## config.mk

```make
export PLATFORM = sky130hd
export DESIGN_NAME = prog_loader
export DESIGN_NICKNAME = d
export VERILOG_FILES = /design/src/rtl/core_pkg.sv /design/src/rtl/prog_loader.sv
export SDC_FILE = /design/constraint.sdc
export NUM_CORES = 1
export LEC_CHECK = 0
export ABC_AREA = 1
export ABC_CLOCK_PERIOD_IN_PS = 3400
export BUFFER_PORTS_ARGS = -buffer_cell sky130_fd_sc_hd__clkbuf_2
export CAP_MARGIN = 20
export CORE_MARGIN = 8
export CORE_UTILIZATION = 30
export DETAILED_ROUTE_END_ITERATION = 10
export GPL_TIMING_DRIVEN = 0
export PLACE_DENSITY = 0.5
export SLEW_MARGIN = 20
export SYNTH_ARGS = -nofsm -noshare
export SYNTH_HDL_FRONTEND = slang
export SYNTH_SLANG_ARGS = --single-unit
```

## constraint.sdc

```tcl
create_clock -name clk -period 3.4 [get_ports clk]
set_input_delay 0.51 -clock clk [delete_from_list [all_inputs] [get_ports clk]]
set_output_delay 0.51 -clock clk [all_outputs]
set_load 0.02 [all_outputs]
```

## src/rtl/core_pkg.sv

```systemverilog
// Shared definitions for the program loader: loader states, default widths
// and the instruction memory depth.
package core_pkg;

  typedef enum logic [2:0] {
    ST_IDLE = 3'd0,
    ST_HI   = 3'd1,
    ST_LO   = 3'd2,
    ST_CHK  = 3'd3,
    ST_DONE = 3'd4,
    ST_ERR  = 3'd5
  } load_state_e;

  localparam int ADDR_W_DEF = 8;
  localparam int WORD_W_DEF = 16;
  localparam int IMEM_DEPTH = 256;

endpackage

```

## src/rtl/prog_loader.sv

```systemverilog
// Byte-serial program loader: assembles 16-bit words from a framed byte stream,
// writes them to instruction memory from address 0, verifies an XOR checksum.
module prog_loader
  import core_pkg::*;
#(
  parameter int ADDR_W = ADDR_W_DEF,
  parameter int WORD_W = WORD_W_DEF
) (
  input  logic              clk,
  input  logic              rst,
  input  logic              reload,
  input  logic [7:0]        byte_in,
  input  logic              byte_valid,
  output logic              byte_ready,
  output logic              mem_we,
  output logic [ADDR_W-1:0] mem_addr,
  output logic [WORD_W-1:0] mem_wdata,
  output logic              core_run,
  output logic              load_err
);

  load_state_e       r_state;
  load_state_e       w_next;
  logic [7:0]        r_cnt;
  logic [7:0]        r_hi;
  logic [7:0]        r_xor;
  logic [ADDR_W-1:0] r_addr;
  logic              r_mem_we;
  logic [ADDR_W-1:0] r_mem_addr;
  logic [WORD_W-1:0] r_mem_wdata;
  logic              r_core_run;
  logic              r_load_err;
  logic              w_accept;
  logic              w_chk_ok;

  // Ready is combinational on reload so an abort never swallows a byte.
  assign byte_ready = (r_state inside {ST_IDLE, ST_HI, ST_LO, ST_CHK}) && !reload;
  assign w_accept   = byte_valid && byte_ready;
  assign w_chk_ok   = (byte_in == r_xor);

  assign mem_we    = r_mem_we;
  assign mem_addr  = r_mem_addr;
  assign mem_wdata = r_mem_wdata;
  assign core_run  = r_core_run;
  assign load_err  = r_load_err;

  // State register.
  always_ff @(posedge clk or posedge rst) begin
    if (rst) begin
      r_state <= ST_IDLE;
    end else begin
      r_state <= w_next;
    end
  end

  // Next-state logic; reload overrides everything, illegal codes recover to IDLE.
  always_comb begin
    w_next = r_state;
    if (reload) begin
      w_next = ST_IDLE;
    end else begin
      case (r_state)
        ST_IDLE: w_next = w_accept ? ((byte_in != 8'd0) ? ST_HI : ST_CHK) : ST_IDLE;
        ST_HI:   w_next = w_accept ? ST_LO : ST_HI;
        ST_LO:   w_next = w_accept ? ((r_cnt == 8'd1) ? ST_CHK : ST_HI) : ST_LO;
        ST_CHK:  w_next = w_accept ? (w_chk_ok ? ST_DONE : ST_ERR) : ST_CHK;
        ST_DONE: w_next = ST_DONE;
        ST_ERR:  w_next = ST_ERR;
        default: w_next = ST_IDLE;
      endcase
    end
  end

  // Datapath and registered memory/status outputs.
  always_ff @(posedge clk or posedge rst) begin
    if (rst) begin
      r_cnt       <= 8'd0;
      r_hi        <= 8'd0;
      r_xor       <= 8'd0;
      r_addr      <= '0;
      r_mem_we    <= 1'b0;
      r_mem_addr  <= '0;
      r_mem_wdata <= '0;
      r_core_run  <= 1'b0;
      r_load_err  <= 1'b0;
    end else begin
      r_mem_we <= 1'b0;
      if (reload) begin
        r_cnt      <= 8'd0;
        r_hi       <= 8'd0;
        r_xor      <= 8'd0;
        r_core_run <= 1'b0;
        r_load_err <= 1'b0;
      end else if (w_accept) begin
        case (r_state)
          ST_IDLE: begin
            r_cnt  <= byte_in;
            r_addr <= '0;
            r_xor  <= byte_in;
          end
          ST_HI: begin
            r_hi  <= byte_in;
            r_xor <= r_xor ^ byte_in;
          end
          ST_LO: begin
            r_mem_we    <= 1'b1;
            r_mem_addr  <= r_addr;
            r_mem_wdata <= WORD_W'({r_hi, byte_in});
            r_addr      <= r_addr + ADDR_W'(1);
            r_cnt       <= r_cnt - 8'd1;
            r_xor       <= r_xor ^ byte_in;
          end
          ST_CHK: begin
            r_core_run <= w_chk_ok;
            r_load_err <= !w_chk_ok;
          end
          default: begin
            r_cnt <= r_cnt;
          end
        endcase
      end else begin
        r_cnt <= r_cnt;
      end
    end
  end

endmodule

```

### After elaboration in Yosys (flattened, before gate mapping)

Index checks and enable logic that the tools add are counted.

| word-level totals | value |
|---|---|
| word-level logic and storage cells | 69 |
| input port bits | 12 |
| output and inout port bits | 28 |
| bits in registers | 62 |

| operators by class | value |
|---|---|
| equal/unequal tests | 7 |
| reductions and logical operators | 20 |
| bitwise operators | 2 |
| multiplexer cells | 28 |
| add/sub/neg operators | 2 |

Operators with widths:

| kind | number |
|---|---|
| 8-bit two-way mux | 7 |
| 8-bit case mux with 2 select lines | 3 |
| 3-bit case mux with 6 select lines | 1 |
| 1-bit two-way mux | 10 |
| 2-bit two-way mux | 5 |
| 8-bit by 1-bit adder with 8-bit output, second input constant | 1 |
| 8-bit by 1-bit == test with 1-bit output, second input constant | 1 |
| 8-bit == test | 1 |
| 2-bit AND reduction | 4 |
| 2-bit nonzero test | 4 |
| 8-bit nonzero test | 1 |
| 8-bit by 1-bit subtractor with 8-bit output, second input constant | 1 |
| 8-bit XOR | 1 |
| 3-bit by 2-bit == test with 1-bit output, second input constant | 2 |
| 3-bit == test, second input constant | 2 |
| 3-bit two-way mux | 2 |
| 3-bit AND reduction | 2 |
| 3-bit nonzero test | 2 |
| 4-bit nonzero test | 1 |
| 3-bit by 1-bit == test with 1-bit output, second input constant | 1 |
| 3-bit logical NOT | 1 |
| 1-bit logical AND | 2 |
| 1-bit logical NOT | 2 |
| 2-bit OR reduction | 1 |
| 1-bit inverter | 1 |

### Depth between registers and ports, before layout

Gate-level depths: netlist (run 1).

| logic depth | value |
|---|---|
| depth after elaboration | 7 |
| depth in mapped cells | 8 |
| gate-level depth less buffers | 8 |

### Worst setup path after synthesis (run 1)

Ideal clock, no wire load.

| timing | value |
|---|---|
| path type | input to register |
| start point | input port reload |
| end point | register r_mem_wdata[2], in the netlist mem_wdata[2] |
| required time | 3.268 ns |
| slack | 1.905 ns |
| arrival time | 1.363 ns |
| cell stages on the path | 8 |
| setup time | 0.132 ns |
| buffers on the path | 2 |
| cells stage by stage | nor2_2 > nand2_2 > inv_2 > nand2_2 > buf_6 > buf_6 > nand2_1 > o21ai_0 |

| between the ends | value |
|---|---|
| word-level cells in the longest chain between the ends | 4 |
| elaborated cells between the ends (all ways) | 5 |
| those cells by class | bitwise (1); reduce/logical (4) |

RTL lines:

| element | line | RTL |
|---|---|---|
| start, declared | prog_loader.sv:11 | `input logic reload,` |
| 1-bit logical NOT | prog_loader.sv:37 | `assign byte_ready = (r_state inside {ST_IDLE, ST_HI, ST_LO, ST_CHK}) && !reload;` |
| 1-bit logical AND | prog_loader.sv:37 |  |
| 1-bit logical AND | prog_loader.sv:38 | `assign w_accept = byte_valid && byte_ready;` |
| 3-bit AND reduction (no line) (*) | - |  |
| end signal, assigned | prog_loader.sv:108 | `r_mem_wdata <= WORD_W'({r_hi, byte_in});` |
| end, declared | prog_loader.sv:30 | `logic [WORD_W-1:0] r_mem_wdata;` |

Every way passes the cells marked *; elsewhere a longest branch is shown, timed or not.
A chain may end at the register's enable or synchronous reset.

### Final worst setup path (run 1)

| timing | value |
|---|---|
| start point | register r_state[2] |
| end point | output port byte_ready |

| between the ends | value |
|---|---|
| word-level cells in the longest chain between the ends | 3 |
| elaborated cells between the ends (all ways) | 6 |
| those cells by class | eq/ne (3); reduce/logical (3) |

RTL lines:

| element | line | RTL |
|---|---|---|
| start, declared | prog_loader.sv:22 | `load_state_e r_state;` |
| start signal, assigned | prog_loader.sv:52 | `r_state <= w_next;` |
| 3-bit by 1-bit == test with 1-bit output, or another cell as far along | prog_loader.sv:37 |  |
| 4-bit nonzero test (*) | prog_loader.sv:37 |  |
| 1-bit logical AND (*) | prog_loader.sv:37 |  |
| end, declared | prog_loader.sv:14 | `output logic byte_ready,` |

Marked as above.

==> results.md, run 1 <==
- Distinct cells, synth: 29
- Register clock-pin slew on the reported worst setup and hold paths: around 0.070 ns
- Top-count cell post-synth: nand2_1
- Final Net Count: roughly 420
- Core Util, Final: a little over a third
- Post-synthesis sequential area ratio: 52.2%
- Port Buffers: 39
- Crit. End Element: output port
- Max-Slew Margin vs Limit: between 60 and 70%
- Post-cts sizing count: 0
- Diodes inserted: 0
- WL final: about 7600 microns
- Inst Count DP: approximately 530
- Ports: 40
- Number of flops mapped to enable cells by yosys: 0
- WL/cell: roughly 14 microns
- Synth cell count leaders: nand2_1, dfrtp_1, inv_1
- Syn avg cell area: 8.30 sq um
- Static leakage: approximately 1.7 nW
- Post-Route Setup TNS: 0 ns
- Syn-to-layout area delta: 19.3%
- DP Area: roughly 0.0034 sq mm
- Worst Slack Setup Final: between 1.5 and 2 ns
- Fmax: just over 600 MHz
- Initial Utilization: between 30% and 40%
- Post-CTS Setup Bufs: 0
- Tmin final: around 1.6 ns
- Fraction of registers with async set/reset: 100%
- Status: finished, final reports clean
- DRC: 0
- Synth warn: 0
- Via density: roughly 4.6
- Worst-skew pair later-pin latency: between 0.3 and 0.4 ns
- Seq cells post-synth: between 60 and 70
- Post-Syn Nets: 373
- Pre-antenna DRT Iters: 4
- Gr usage total: between 10% and 20%
- R2R Path Start: r_state[1]
- Num CTS Buffers: 9
- Worst Setup SP: r_state[2]
- Area contributors post-synth: dfrtp_1, nand2_1, inv_1, o21ai_0, nand3_1
- Cell Area, Synth: slightly below 0.003 sq mm
- Critical Path Fanout Max: 4
- Max H-tree Level: 3
- Die Ht: 116 microns
- Worst reg-to-reg path cell count: 5
- Final Hold Fails: 0
- Worst hold slack: 0.115 ns
- Hold-fix buffers, CTS: 0
- Maximum vdd drop: ~0.00021 V
- Final Skew: just over 0.01 ns
- Vias: 2522
- Die area: around 0.013 sq mm
- Placer Congestion: around 0.76
- Vias in the first global route: roughly 2600
- Finished Cell Area: approximately 0.0035 sq mm
- CP Launch Type: flop
- Worst EP arrival: around 1.1 ns
- Share of layout cells above drive strength 1: 18.4%
- Final setup vio count: 0
- Ys flop type: dfrtp_1
- Remaining global-route overflow: 0
- Final Max Tran Viols: 0
- HP Class: primary input to async pin
- First-pass GRT wire length: between 10000 and 15000 microns
- Top cell type by total area after synthesis: dfrtp_1
- Post-route non-filler standard cell count: between 500 and 600
- Antenna violations before repair: 0
- Max cap viols: 0
- Clk sinks: 62
- CP Capture Point: byte_ready
- Core ar.: 0.00968 sq mm
- Final period util: 48.2%
- DR iter-0 viols: ~140
- Setup CP Type: flop to output port
- R2R Setup Slk: approximately 1.9 ns
- Post-DRT Antenna Nets: 0
- Unrepaired setup endpoints after global routing: no
- Die Wd: 116 microns
- Overall Power: between 1.5 and 2 mW
- Root Driver: clkbuf_8
- Worst-Margin Slew: roughly 0.47 ns
- Num rows: 36
- P per Cell Area: 482 mW/mm^2
- Largest net degree at the start of global routing: 40
- Pre-CTS setup slack: roughly 1.7 ns
- Cells after synthesis: about 360
- Share of the synthesized area in the top cell type: between 50% and 60%
- R2r endpoint: r_xor[2]
- CTS tree: yes
- HPWL Detailed: 5480 microns
- WP data required: ~2.9 ns
- Clock Tree Buf Depth: 2
==> worst min path at each step <==
stage	startpoint	end	slack, ns	depth (start not counted)
after global placement	mem_addr[4]	mem_addr[4]	0.47	2
after CTS	rst	mem_wdata[6]	0.12	2
after floorplan	r_hi[1]	mem_wdata[9]	0.49	2
final	rst	mem_wdata[6]	0.12	2
after global routing	rst	mem_wdata[6]	0.13	2
after detailed placement	mem_wdata[10]	mem_wdata[10]	0.47	2
==> power breakdown <==
group | total (mW) | internal, mW | switching [mW]
Clock | 0.641 | 0.352 | 0.289
Sequential | 0.813 | 0.785 | 0.0276
Combinational | 0.253 | 0.0811 | 0.172
==> layer usage <==
metal | vias to the layer above | track usage, % | share of wire (%)
li1 | 1275 | - | -
met1 | 1185 | 16.1 | 48
met2 | 51 | 19.0 | 44
met3 | 11 | 3.96 | 5.8
met4 | 0 | 5.08 | 2.0
met5 | - | 0 | 0
==> registers in the layout (all words and copies together), names as in the netlist <==
name,cells
mem_we,1
mem_addr,8
core_run,1
r_state,3
r_addr,8
load_err,1
r_cnt,8
r_hi,8
r_xor,8
mem_wdata,16
==> layout make-up <==
class / count / area, sq um
repair buffers: 40 / 215
clock buffers: 11 / 141
fillers: 1022 / 6140
multi-input cells: 235 / 1140
plain buffers: 9 / 78.8
well taps: 133 / 166
clock inverters: 4 / 47.5
inverters: 52 / 198
flip-flops and latches: 62 / 1550
==> layout by cell type, fill, tap and decap left out, types with 10 or more instances in the layout <==
cell,instances
nand2_1,87
nand3_1,18
clkbuf_2,40
clkbuf_8,10
o22ai_1,10
o21ai_1,14
o21ai_0,35
a21oi_1,14
nor2_1,19
inv_1,48
dfrtp_1,62
==> worst max-delay path, stage by stage, from the launching register on <==
cell      delay (ns)
dfrtp_1         0.42
nor2_2          0.17
clkbuf_2        0.19
==> cell families after synthesis <==
family / after synthesis / synth area share, %
simple gates: 148 / 21.7
compound gates: 81 / 14.7
fa+ha+maj: 3 / 1.26
buf+inv: 61 / 9.22
xor+xnor: 3 / 0.885
flops: 62 / 52.2
Note: power is estimated with default switching activity, not from simulation.
==> run 2: changes to the inputs <==
- ABC_AREA: 1 -> 0
- ABC_CLOCK_PERIOD_IN_PS: 3400 -> 1400
- PLACE_DENSITY: 0.5 -> 0.52
- clock period: 3.4 -> 1.4 ns (I/O delays scaled with it)
==> run 2 against run 1 <==
- the run now ends with setup timing left
- clock skew decreased by 0.0022 ns
- power increased to 2.8 times the previous value
- synthesized cell count decreased by 0.84%
- hold slack improved by 0.036 ns
- highest routed layer unchanged
- critical path depth increased by 2
- sequential cell count unchanged
- critical endpoint is now r_state[1]
- register-to-register slack got worse by 2.2 ns
- sequential share of layout area decreased by 12 points
- combinational power increased to 3.8 times the previous value
==> results.md, run 2 <==
- Status: finished, violations left
- Failing checks: setup timing
- WL/cell: between 15 and 20 microns
- Max cap viols: 0
- Seq cells post-synth: 62
- Tmin final: 1.74 ns
- DR iter-0 viols: 187
- First-pass GRT wire length: 15100 microns
- Critical Path Fanout Max: 3
- WL final: 9770 microns
- Diodes inserted: 0
- Post-DRT Antenna Nets: 0
- Crit. End Element: flop
- Ports: 40
- Cell Area, Synth: ~0.003 sq mm
- Remaining global-route overflow: 0
- Clk sinks: 62
- Placer Congestion: ~0.79
- Via density: 5.05
- Fmax: approximately 580 MHz
- Root Driver: clkbuf_8
- Max H-tree Level: 3
- Worst-Margin Slew: about 0.44 ns
- Distinct cells, synth: 39
- Final Hold Fails: 0
- Core Util, Final: a little under half
- Top-count cell post-synth: nand2_1
- Initial Utilization: a little under a third
- Core ar.: ~0.010 sq mm
- Worst EP arrival: 2.02 ns
- Overall Power: about 4.8 mW
- Max reg flops: 16
- Share of layout cells above drive strength 1: between 40% and 50%
- Ys flop type: dfrtp_1
- Synth cell count leaders: nand2_1, dfrtp_1, a21oi_1
- Die Wd: between 100 and 150 microns
- DRC: 0
- Worst Slack Setup Final: -0.338 ns
- Most frequent cells in the layout: dfrtp_1, nand2_1, clkbuf_2
- Syn avg cell area: between 8 and 9 sq um
- Max-Slew Margin vs Limit: a little over two thirds
- Synth warn: 0
- Setup CP Type: flop to flop
- HP Class: primary input to flop
- Num rows: 37
- P per Cell Area: between 900 and 1000 mW/mm^2
- Worst hold slack: ~0.15 ns
- Die area: 0.0137 sq mm
- CTS tree: yes
- Finished Cell Area: a little under 0.005 sq mm
- Area contributors post-synth: dfrtp_1, nand2_1, a21oi_1, o21ai_0, nand3_1
- Maximum vdd drop: about 0.00037 V
- Register clock-pin slew on the reported worst setup and hold paths: roughly 0.080 ns
- Number of flops mapped to enable cells by yosys: 0
- HPWL Detailed: about 5800 microns
- Die Ht: between 100 and 150 microns
- Antenna violations before repair: 0
- Fraction of registers with async set/reset: 100%
- Post-Syn Nets: 370
- Syn-to-layout area delta: 57.4%
- WP data required: around 1.7 ns
- Final setup vio count: 62
- Clock Tree Buf Depth: 2
- Largest net degree at the start of global routing: 30
- Commonest non-fill, non-tap cell in the layout: dfrtp_1
- Pre-antenna DRT Iters: 4
- Final Max Tran Viols: 0
- Post-synthesis sequential area ratio: between 50% and 60%
- Cells after synthesis: ~360
- Final Net Count: roughly 450
- Unrepaired setup endpoints after global routing: yes
- Port Buffers: 31
- Final Skew: between 0.007 and 0.008 ns
- Final period util: 124%
- DP Area: ~0.0036 sq mm
- Top cell type by total area after synthesis: dfrtp_1
- Static leakage: between 2 and 2.5 nW
- CP Launch Type: flop
- Gr usage total: 14.4%
- Post-Route Setup TNS: -9.43 ns
- Worst-skew pair later-pin latency: between 0.3 and 0.4 ns
- Num CTS Buffers: 9
- Share of the synthesized area in the top cell type: ~50%
- Vias in the first global route: about 2900
- Vias: ~3000
## run 2: layout make-up
cell class | instances | area, sq um
Fill cell | 906 | 5300
Multi-Input combinational cell | 250 | 1870
Sequential cell | 62 | 1550
Timing Repair Buffer | 73 | 681
Buffer | 23 | 245
Tap cell | 136 | 170
Clock buffer | 11 | 151
Clock inverter | 5 | 81.3
Inverter | 17 | 80.1
## run 2: cell families after synthesis
| kind of cell | after synthesis | share of synthesized area (%) |
|---|---|---|
| xor+xnor | 9 | 2.57 |
| fa+ha+maj | 3 | 1.22 |
| simple gates | 162 | 24.6 |
| compound gates | 74 | 14.5 |
| buf+inv | 44 | 6.39 |
| mux | 1 | 0.326 |
| flops | 62 | 50.5 |
## run 2: path summary, 6_finish.rpt
path                              start           end  slack (ns)  cells after the start
max in group asynchronous           rst        mem_we        0.52                      4
min in group asynchronous           rst  mem_wdata[4]        0.40                      3
hold reg to reg            mem_wdata[2]  mem_wdata[2]        0.46                      2
hold / removal               byte_in[5]  mem_wdata[5]        0.15                      3
setup reg to reg               r_cnt[3]    r_state[1]       -0.34                      4
setup / recovery               r_cnt[3]    r_state[1]       -0.34                      4
## run 2: critical path, stage by stage, from the launching register on
cell and delay (ns):
dfrtp_2 0.41, or4_4 0.56, or4_4 0.43, a21o_1 0.18
a21oi_2 0.11
## run 2: power breakdown
part | total [mW] | switching, mW | internal, mW
Combinational | 0.958 | 0.564 | 0.394
Clock | 1.87 | 0.767 | 1.10
Sequential | 1.99 | 0.0842 | 1.90
## run 2: routing by layer
layer | track usage [%] | share of wire (%)
met1 | 18.0 | 42
met2 | 23.2 | 50
met3 | 2.98 | 6.0
met4 | 7.00 | 2.0
met5 | 0 | 0
## run 2: through the flow
stage | setup slack [ns] | cells
2_1_floorplan | -0.328 | 355
3_3_place_gp | -0.490 | 522
3_5_place_dp | -0.502 | 524
4_1_cts | -0.351 | 570
5_1_grt | -0.385 | 577
6_report | -0.338 | 577
## run 2: timing repair
item | CTS | global route
cloned | 7 | 1
buffers inserted | 24 | 10
hold buffers | 1 | 0
pin swaps | 15 | 53
gates resized for setup | 59 | 117
endpoints found under the setup margin | 62 | 62
endpoints found under the hold margin | 13 | 0
==> run 3: changes to the inputs <==
==> constraint.sdc (replaced) <==
create_clock -name clk -period 1.4 [get_ports clk]
set_input_delay 0.14 -clock clk [delete_from_list [all_inputs] [get_ports clk]]
set_output_delay 0.14 -clock clk [all_outputs]
set_load 0.02 [all_outputs]
==> run 3 against run 2 <==
- global-route usage about the same
- non-clock buffer count down 8
- clock-buffer cell count up 1
- critical path type unchanged
- the flow still finishes with violations (setup timing)
- sequential power about the same
- sequential cell count unchanged
- first-iteration DRC count up 43%
- largest power group unchanged
- fmax down 1.4%
==> results.md, run 3 (synthesized netlist as in run 2, its figures left out) <==
- Status: finished, violations left
- Failing checks: setup timing
- DRC: 0
- Ports: 40
- Psw: approximately 1.4 mW
- Vias in the first global route: around 2900
- Max H-tree Level: 3
- Worst reg-to-reg path cell count: 4
- Largest net degree at the start of global routing: 33
- WL/cell: approximately 17 microns
- Int Power: between 3 and 4 mW
- CP Launch Type: flop
- Antenna violations before repair: 0
- Final period util: 126%
- First-pass GRT wire length: roughly 15000 microns
- Crit. End Element: flop
- Remaining global-route overflow: 0
- WL final: approximately 9700 microns
- Worst Slack Setup Final: -0.362 ns
- Syn-to-layout area delta: 53.3%
- Tmin final: between 1.5 and 2 ns
- R2R Path Start: r_cnt[3]
- Hold Crit Start: byte_in[5]
- R2r endpoint: r_state[1]
- Port Buffers: 31
- Setup CP Type: flop to flop
- Worst EP arrival: 2.03 ns
- Logic gate share of total power: 20.0%
- Num rows: 37
- WP data required: approximately 1.7 ns
- Switching share of total power: between 20 and 30%
- Initial Utilization: 30.3%
- Diodes inserted: 0
- Share of layout cells above drive strength 1: between 40% and 50%
- Gr usage total: roughly 14%
- HPWL Detailed: 5690 microns
- Final Max Tran Viols: 0
- Clk sinks: 62
- Power share of the clock group: between 30% and 40%
- Hold Path Cell Cnt: 3
- Final Hold Fails: 0
- Commonest non-fill, non-tap cell in the layout: dfrtp_1
- Finished Cell Area: ~0.0047 sq mm
- Maximum vdd drop: 0.000440 V
- Worst-Margin Slew: just over 0.7 ns
- Worst-skew pair later-pin latency: around 0.34 ns
- Core ar.: ~0.010 sq mm
- Static leakage: about 2.2 nW
- WHS Endpoint: mem_wdata[5]
- Pre-antenna DRT Iters: 4
- Most frequent cells in the layout: dfrtp_1, nand2_2, nand2_1
- Die Ht: 117 microns
- CTS tree: yes
- Root Driver: clkbuf_8
- Via density: 5.02
- Die area: ~0.014 sq mm
- Overall Power: approximately 4.6 mW
- Cell mode on critical path: or4_4
- Num CTS Buffers: 9
- Clock Tree Buf Depth: 2
- Unrepaired setup endpoints after global routing: yes
- HP Class: primary input to flop
- Final Net Count: about 440
- Max cap viols: 0
- Die Wd: between 100 and 150 microns
- Vias: 2853
- Post-DRT Antenna Nets: 0
- Final setup vio count: 52
- Max reg flops: 16
- Placer Congestion: 0.796
- Sequential Power Share: between 40% and 50%
- Register clock-pin slew on the reported worst setup and hold paths: roughly 0.07 ns
- Critical Path Fanout Max: 5
- DR iter-0 viols: 267
- Critical path cell sequence: or4_4 -> or4_4 -> a21o_1 -> a21oi_2
- Slowest CP cell: or4_4
- Fillcell total: 924
- P per Cell Area: slightly below 1000 mW/mm^2
- DP Area: roughly 0.0036 sq mm
- Largest stage delay on the critical path: roughly 0.50 ns
- Final Skew: slightly below 0.007 ns
- Max-Slew Margin vs Limit: 53.0%
- Fmax: 568 MHz
- R2R Setup Slk: -0.36 ns
==> run 3: worst max-delay path by stage <==
stage | from | endpoint | cells after the start
3_3_place_gp | r_state[2] | mem_wdata[2] | 7
6_report | r_cnt[3] | r_state[1] | 4
4_1_cts | r_cnt[3] | r_state[1] | 4
2_1_floorplan | r_cnt[3] | r_state[1] | 4
3_5_place_dp | r_state[2] | r_cnt[5] | 6
5_1_grt | r_cnt[5] | r_state[1] | 4
==> run 3: timing repair <==
item,4_1_cts,5_1_grt
gates resized for setup,92,79
endpoints found under the setup margin,63,63
buffers inserted,22,10
pin swaps,62,48
endpoints found under the hold margin,31,0
hold buffers,1,0
gates cloned,7,0
==> run 3: per-stage QoR <==
step / cells / setup slack [ns] / util [%] / hold slack, ns / TNS [ns]
floorplan: 355 / -0.328 / - / 0.259 / -3.53
global placement: 522 / -0.509 / 35.0 / 0.434 / -22.20
detailed placement: 523 / -0.475 / 35.2 / 0.280 / -21.50
CTS: 565 / -0.411 / 43.6 / 0.0772 / -6.98
global route: 568 / -0.377 / 46.5 / 0.0732 / -10.91
finish: 568 / -0.362 / 46.5 / 0.0897 / -8.86
==> run 3: metal layers <==
layer	GRT usage (%)	share of wire [%]	wire, microns	up-vias
met1	18.7	44	4230	1407
met3	3.75	5.9	578	12
met4	3.84	1.7	161	0
met2	23.3	49	4750	71
met5	0	0	0	-
li1	-	-	-	1363
==> run 3: critical path, delay by kind of cell, from the launching register on <==
kind | cells | cell delay (ns)
compound gates | 2 | 0.32
flops | 1 | 0.45
simple gates | 2 | 0.92
==> run 3: power by group through the flow <==
| stage | registers [mW] | logic [mW] | clock network [mW] |
|---|---|---|---|
| after floorplan | 2.08 | 0.400 | 0 |
| after global placement | 2.00 | 0.667 | 0 |
| after detailed placement | 2.01 | 0.682 | 0 |
| after CTS | 1.99 | 0.810 | 1.72 |
| after global routing | 2.02 | 0.995 | 1.81 |
| final | 2.00 | 0.921 | 1.69 |
==> run 3: final cells by class <==
class,count,area [sq um],area share [%]
Timing Repair Buffer,67,603,12.8
Sequential cell,62,1550,33.0
Inverter,17,80.1,1.70
Clock inverter,3,42.5,0.903
Timing Repair inverter,1,16.3,0.345
Clock buffer,12,165,3.51
Buffer,21,235,4.99
Tap cell,136,170,3.61
Multi-Input combinational cell,249,1850,39.2
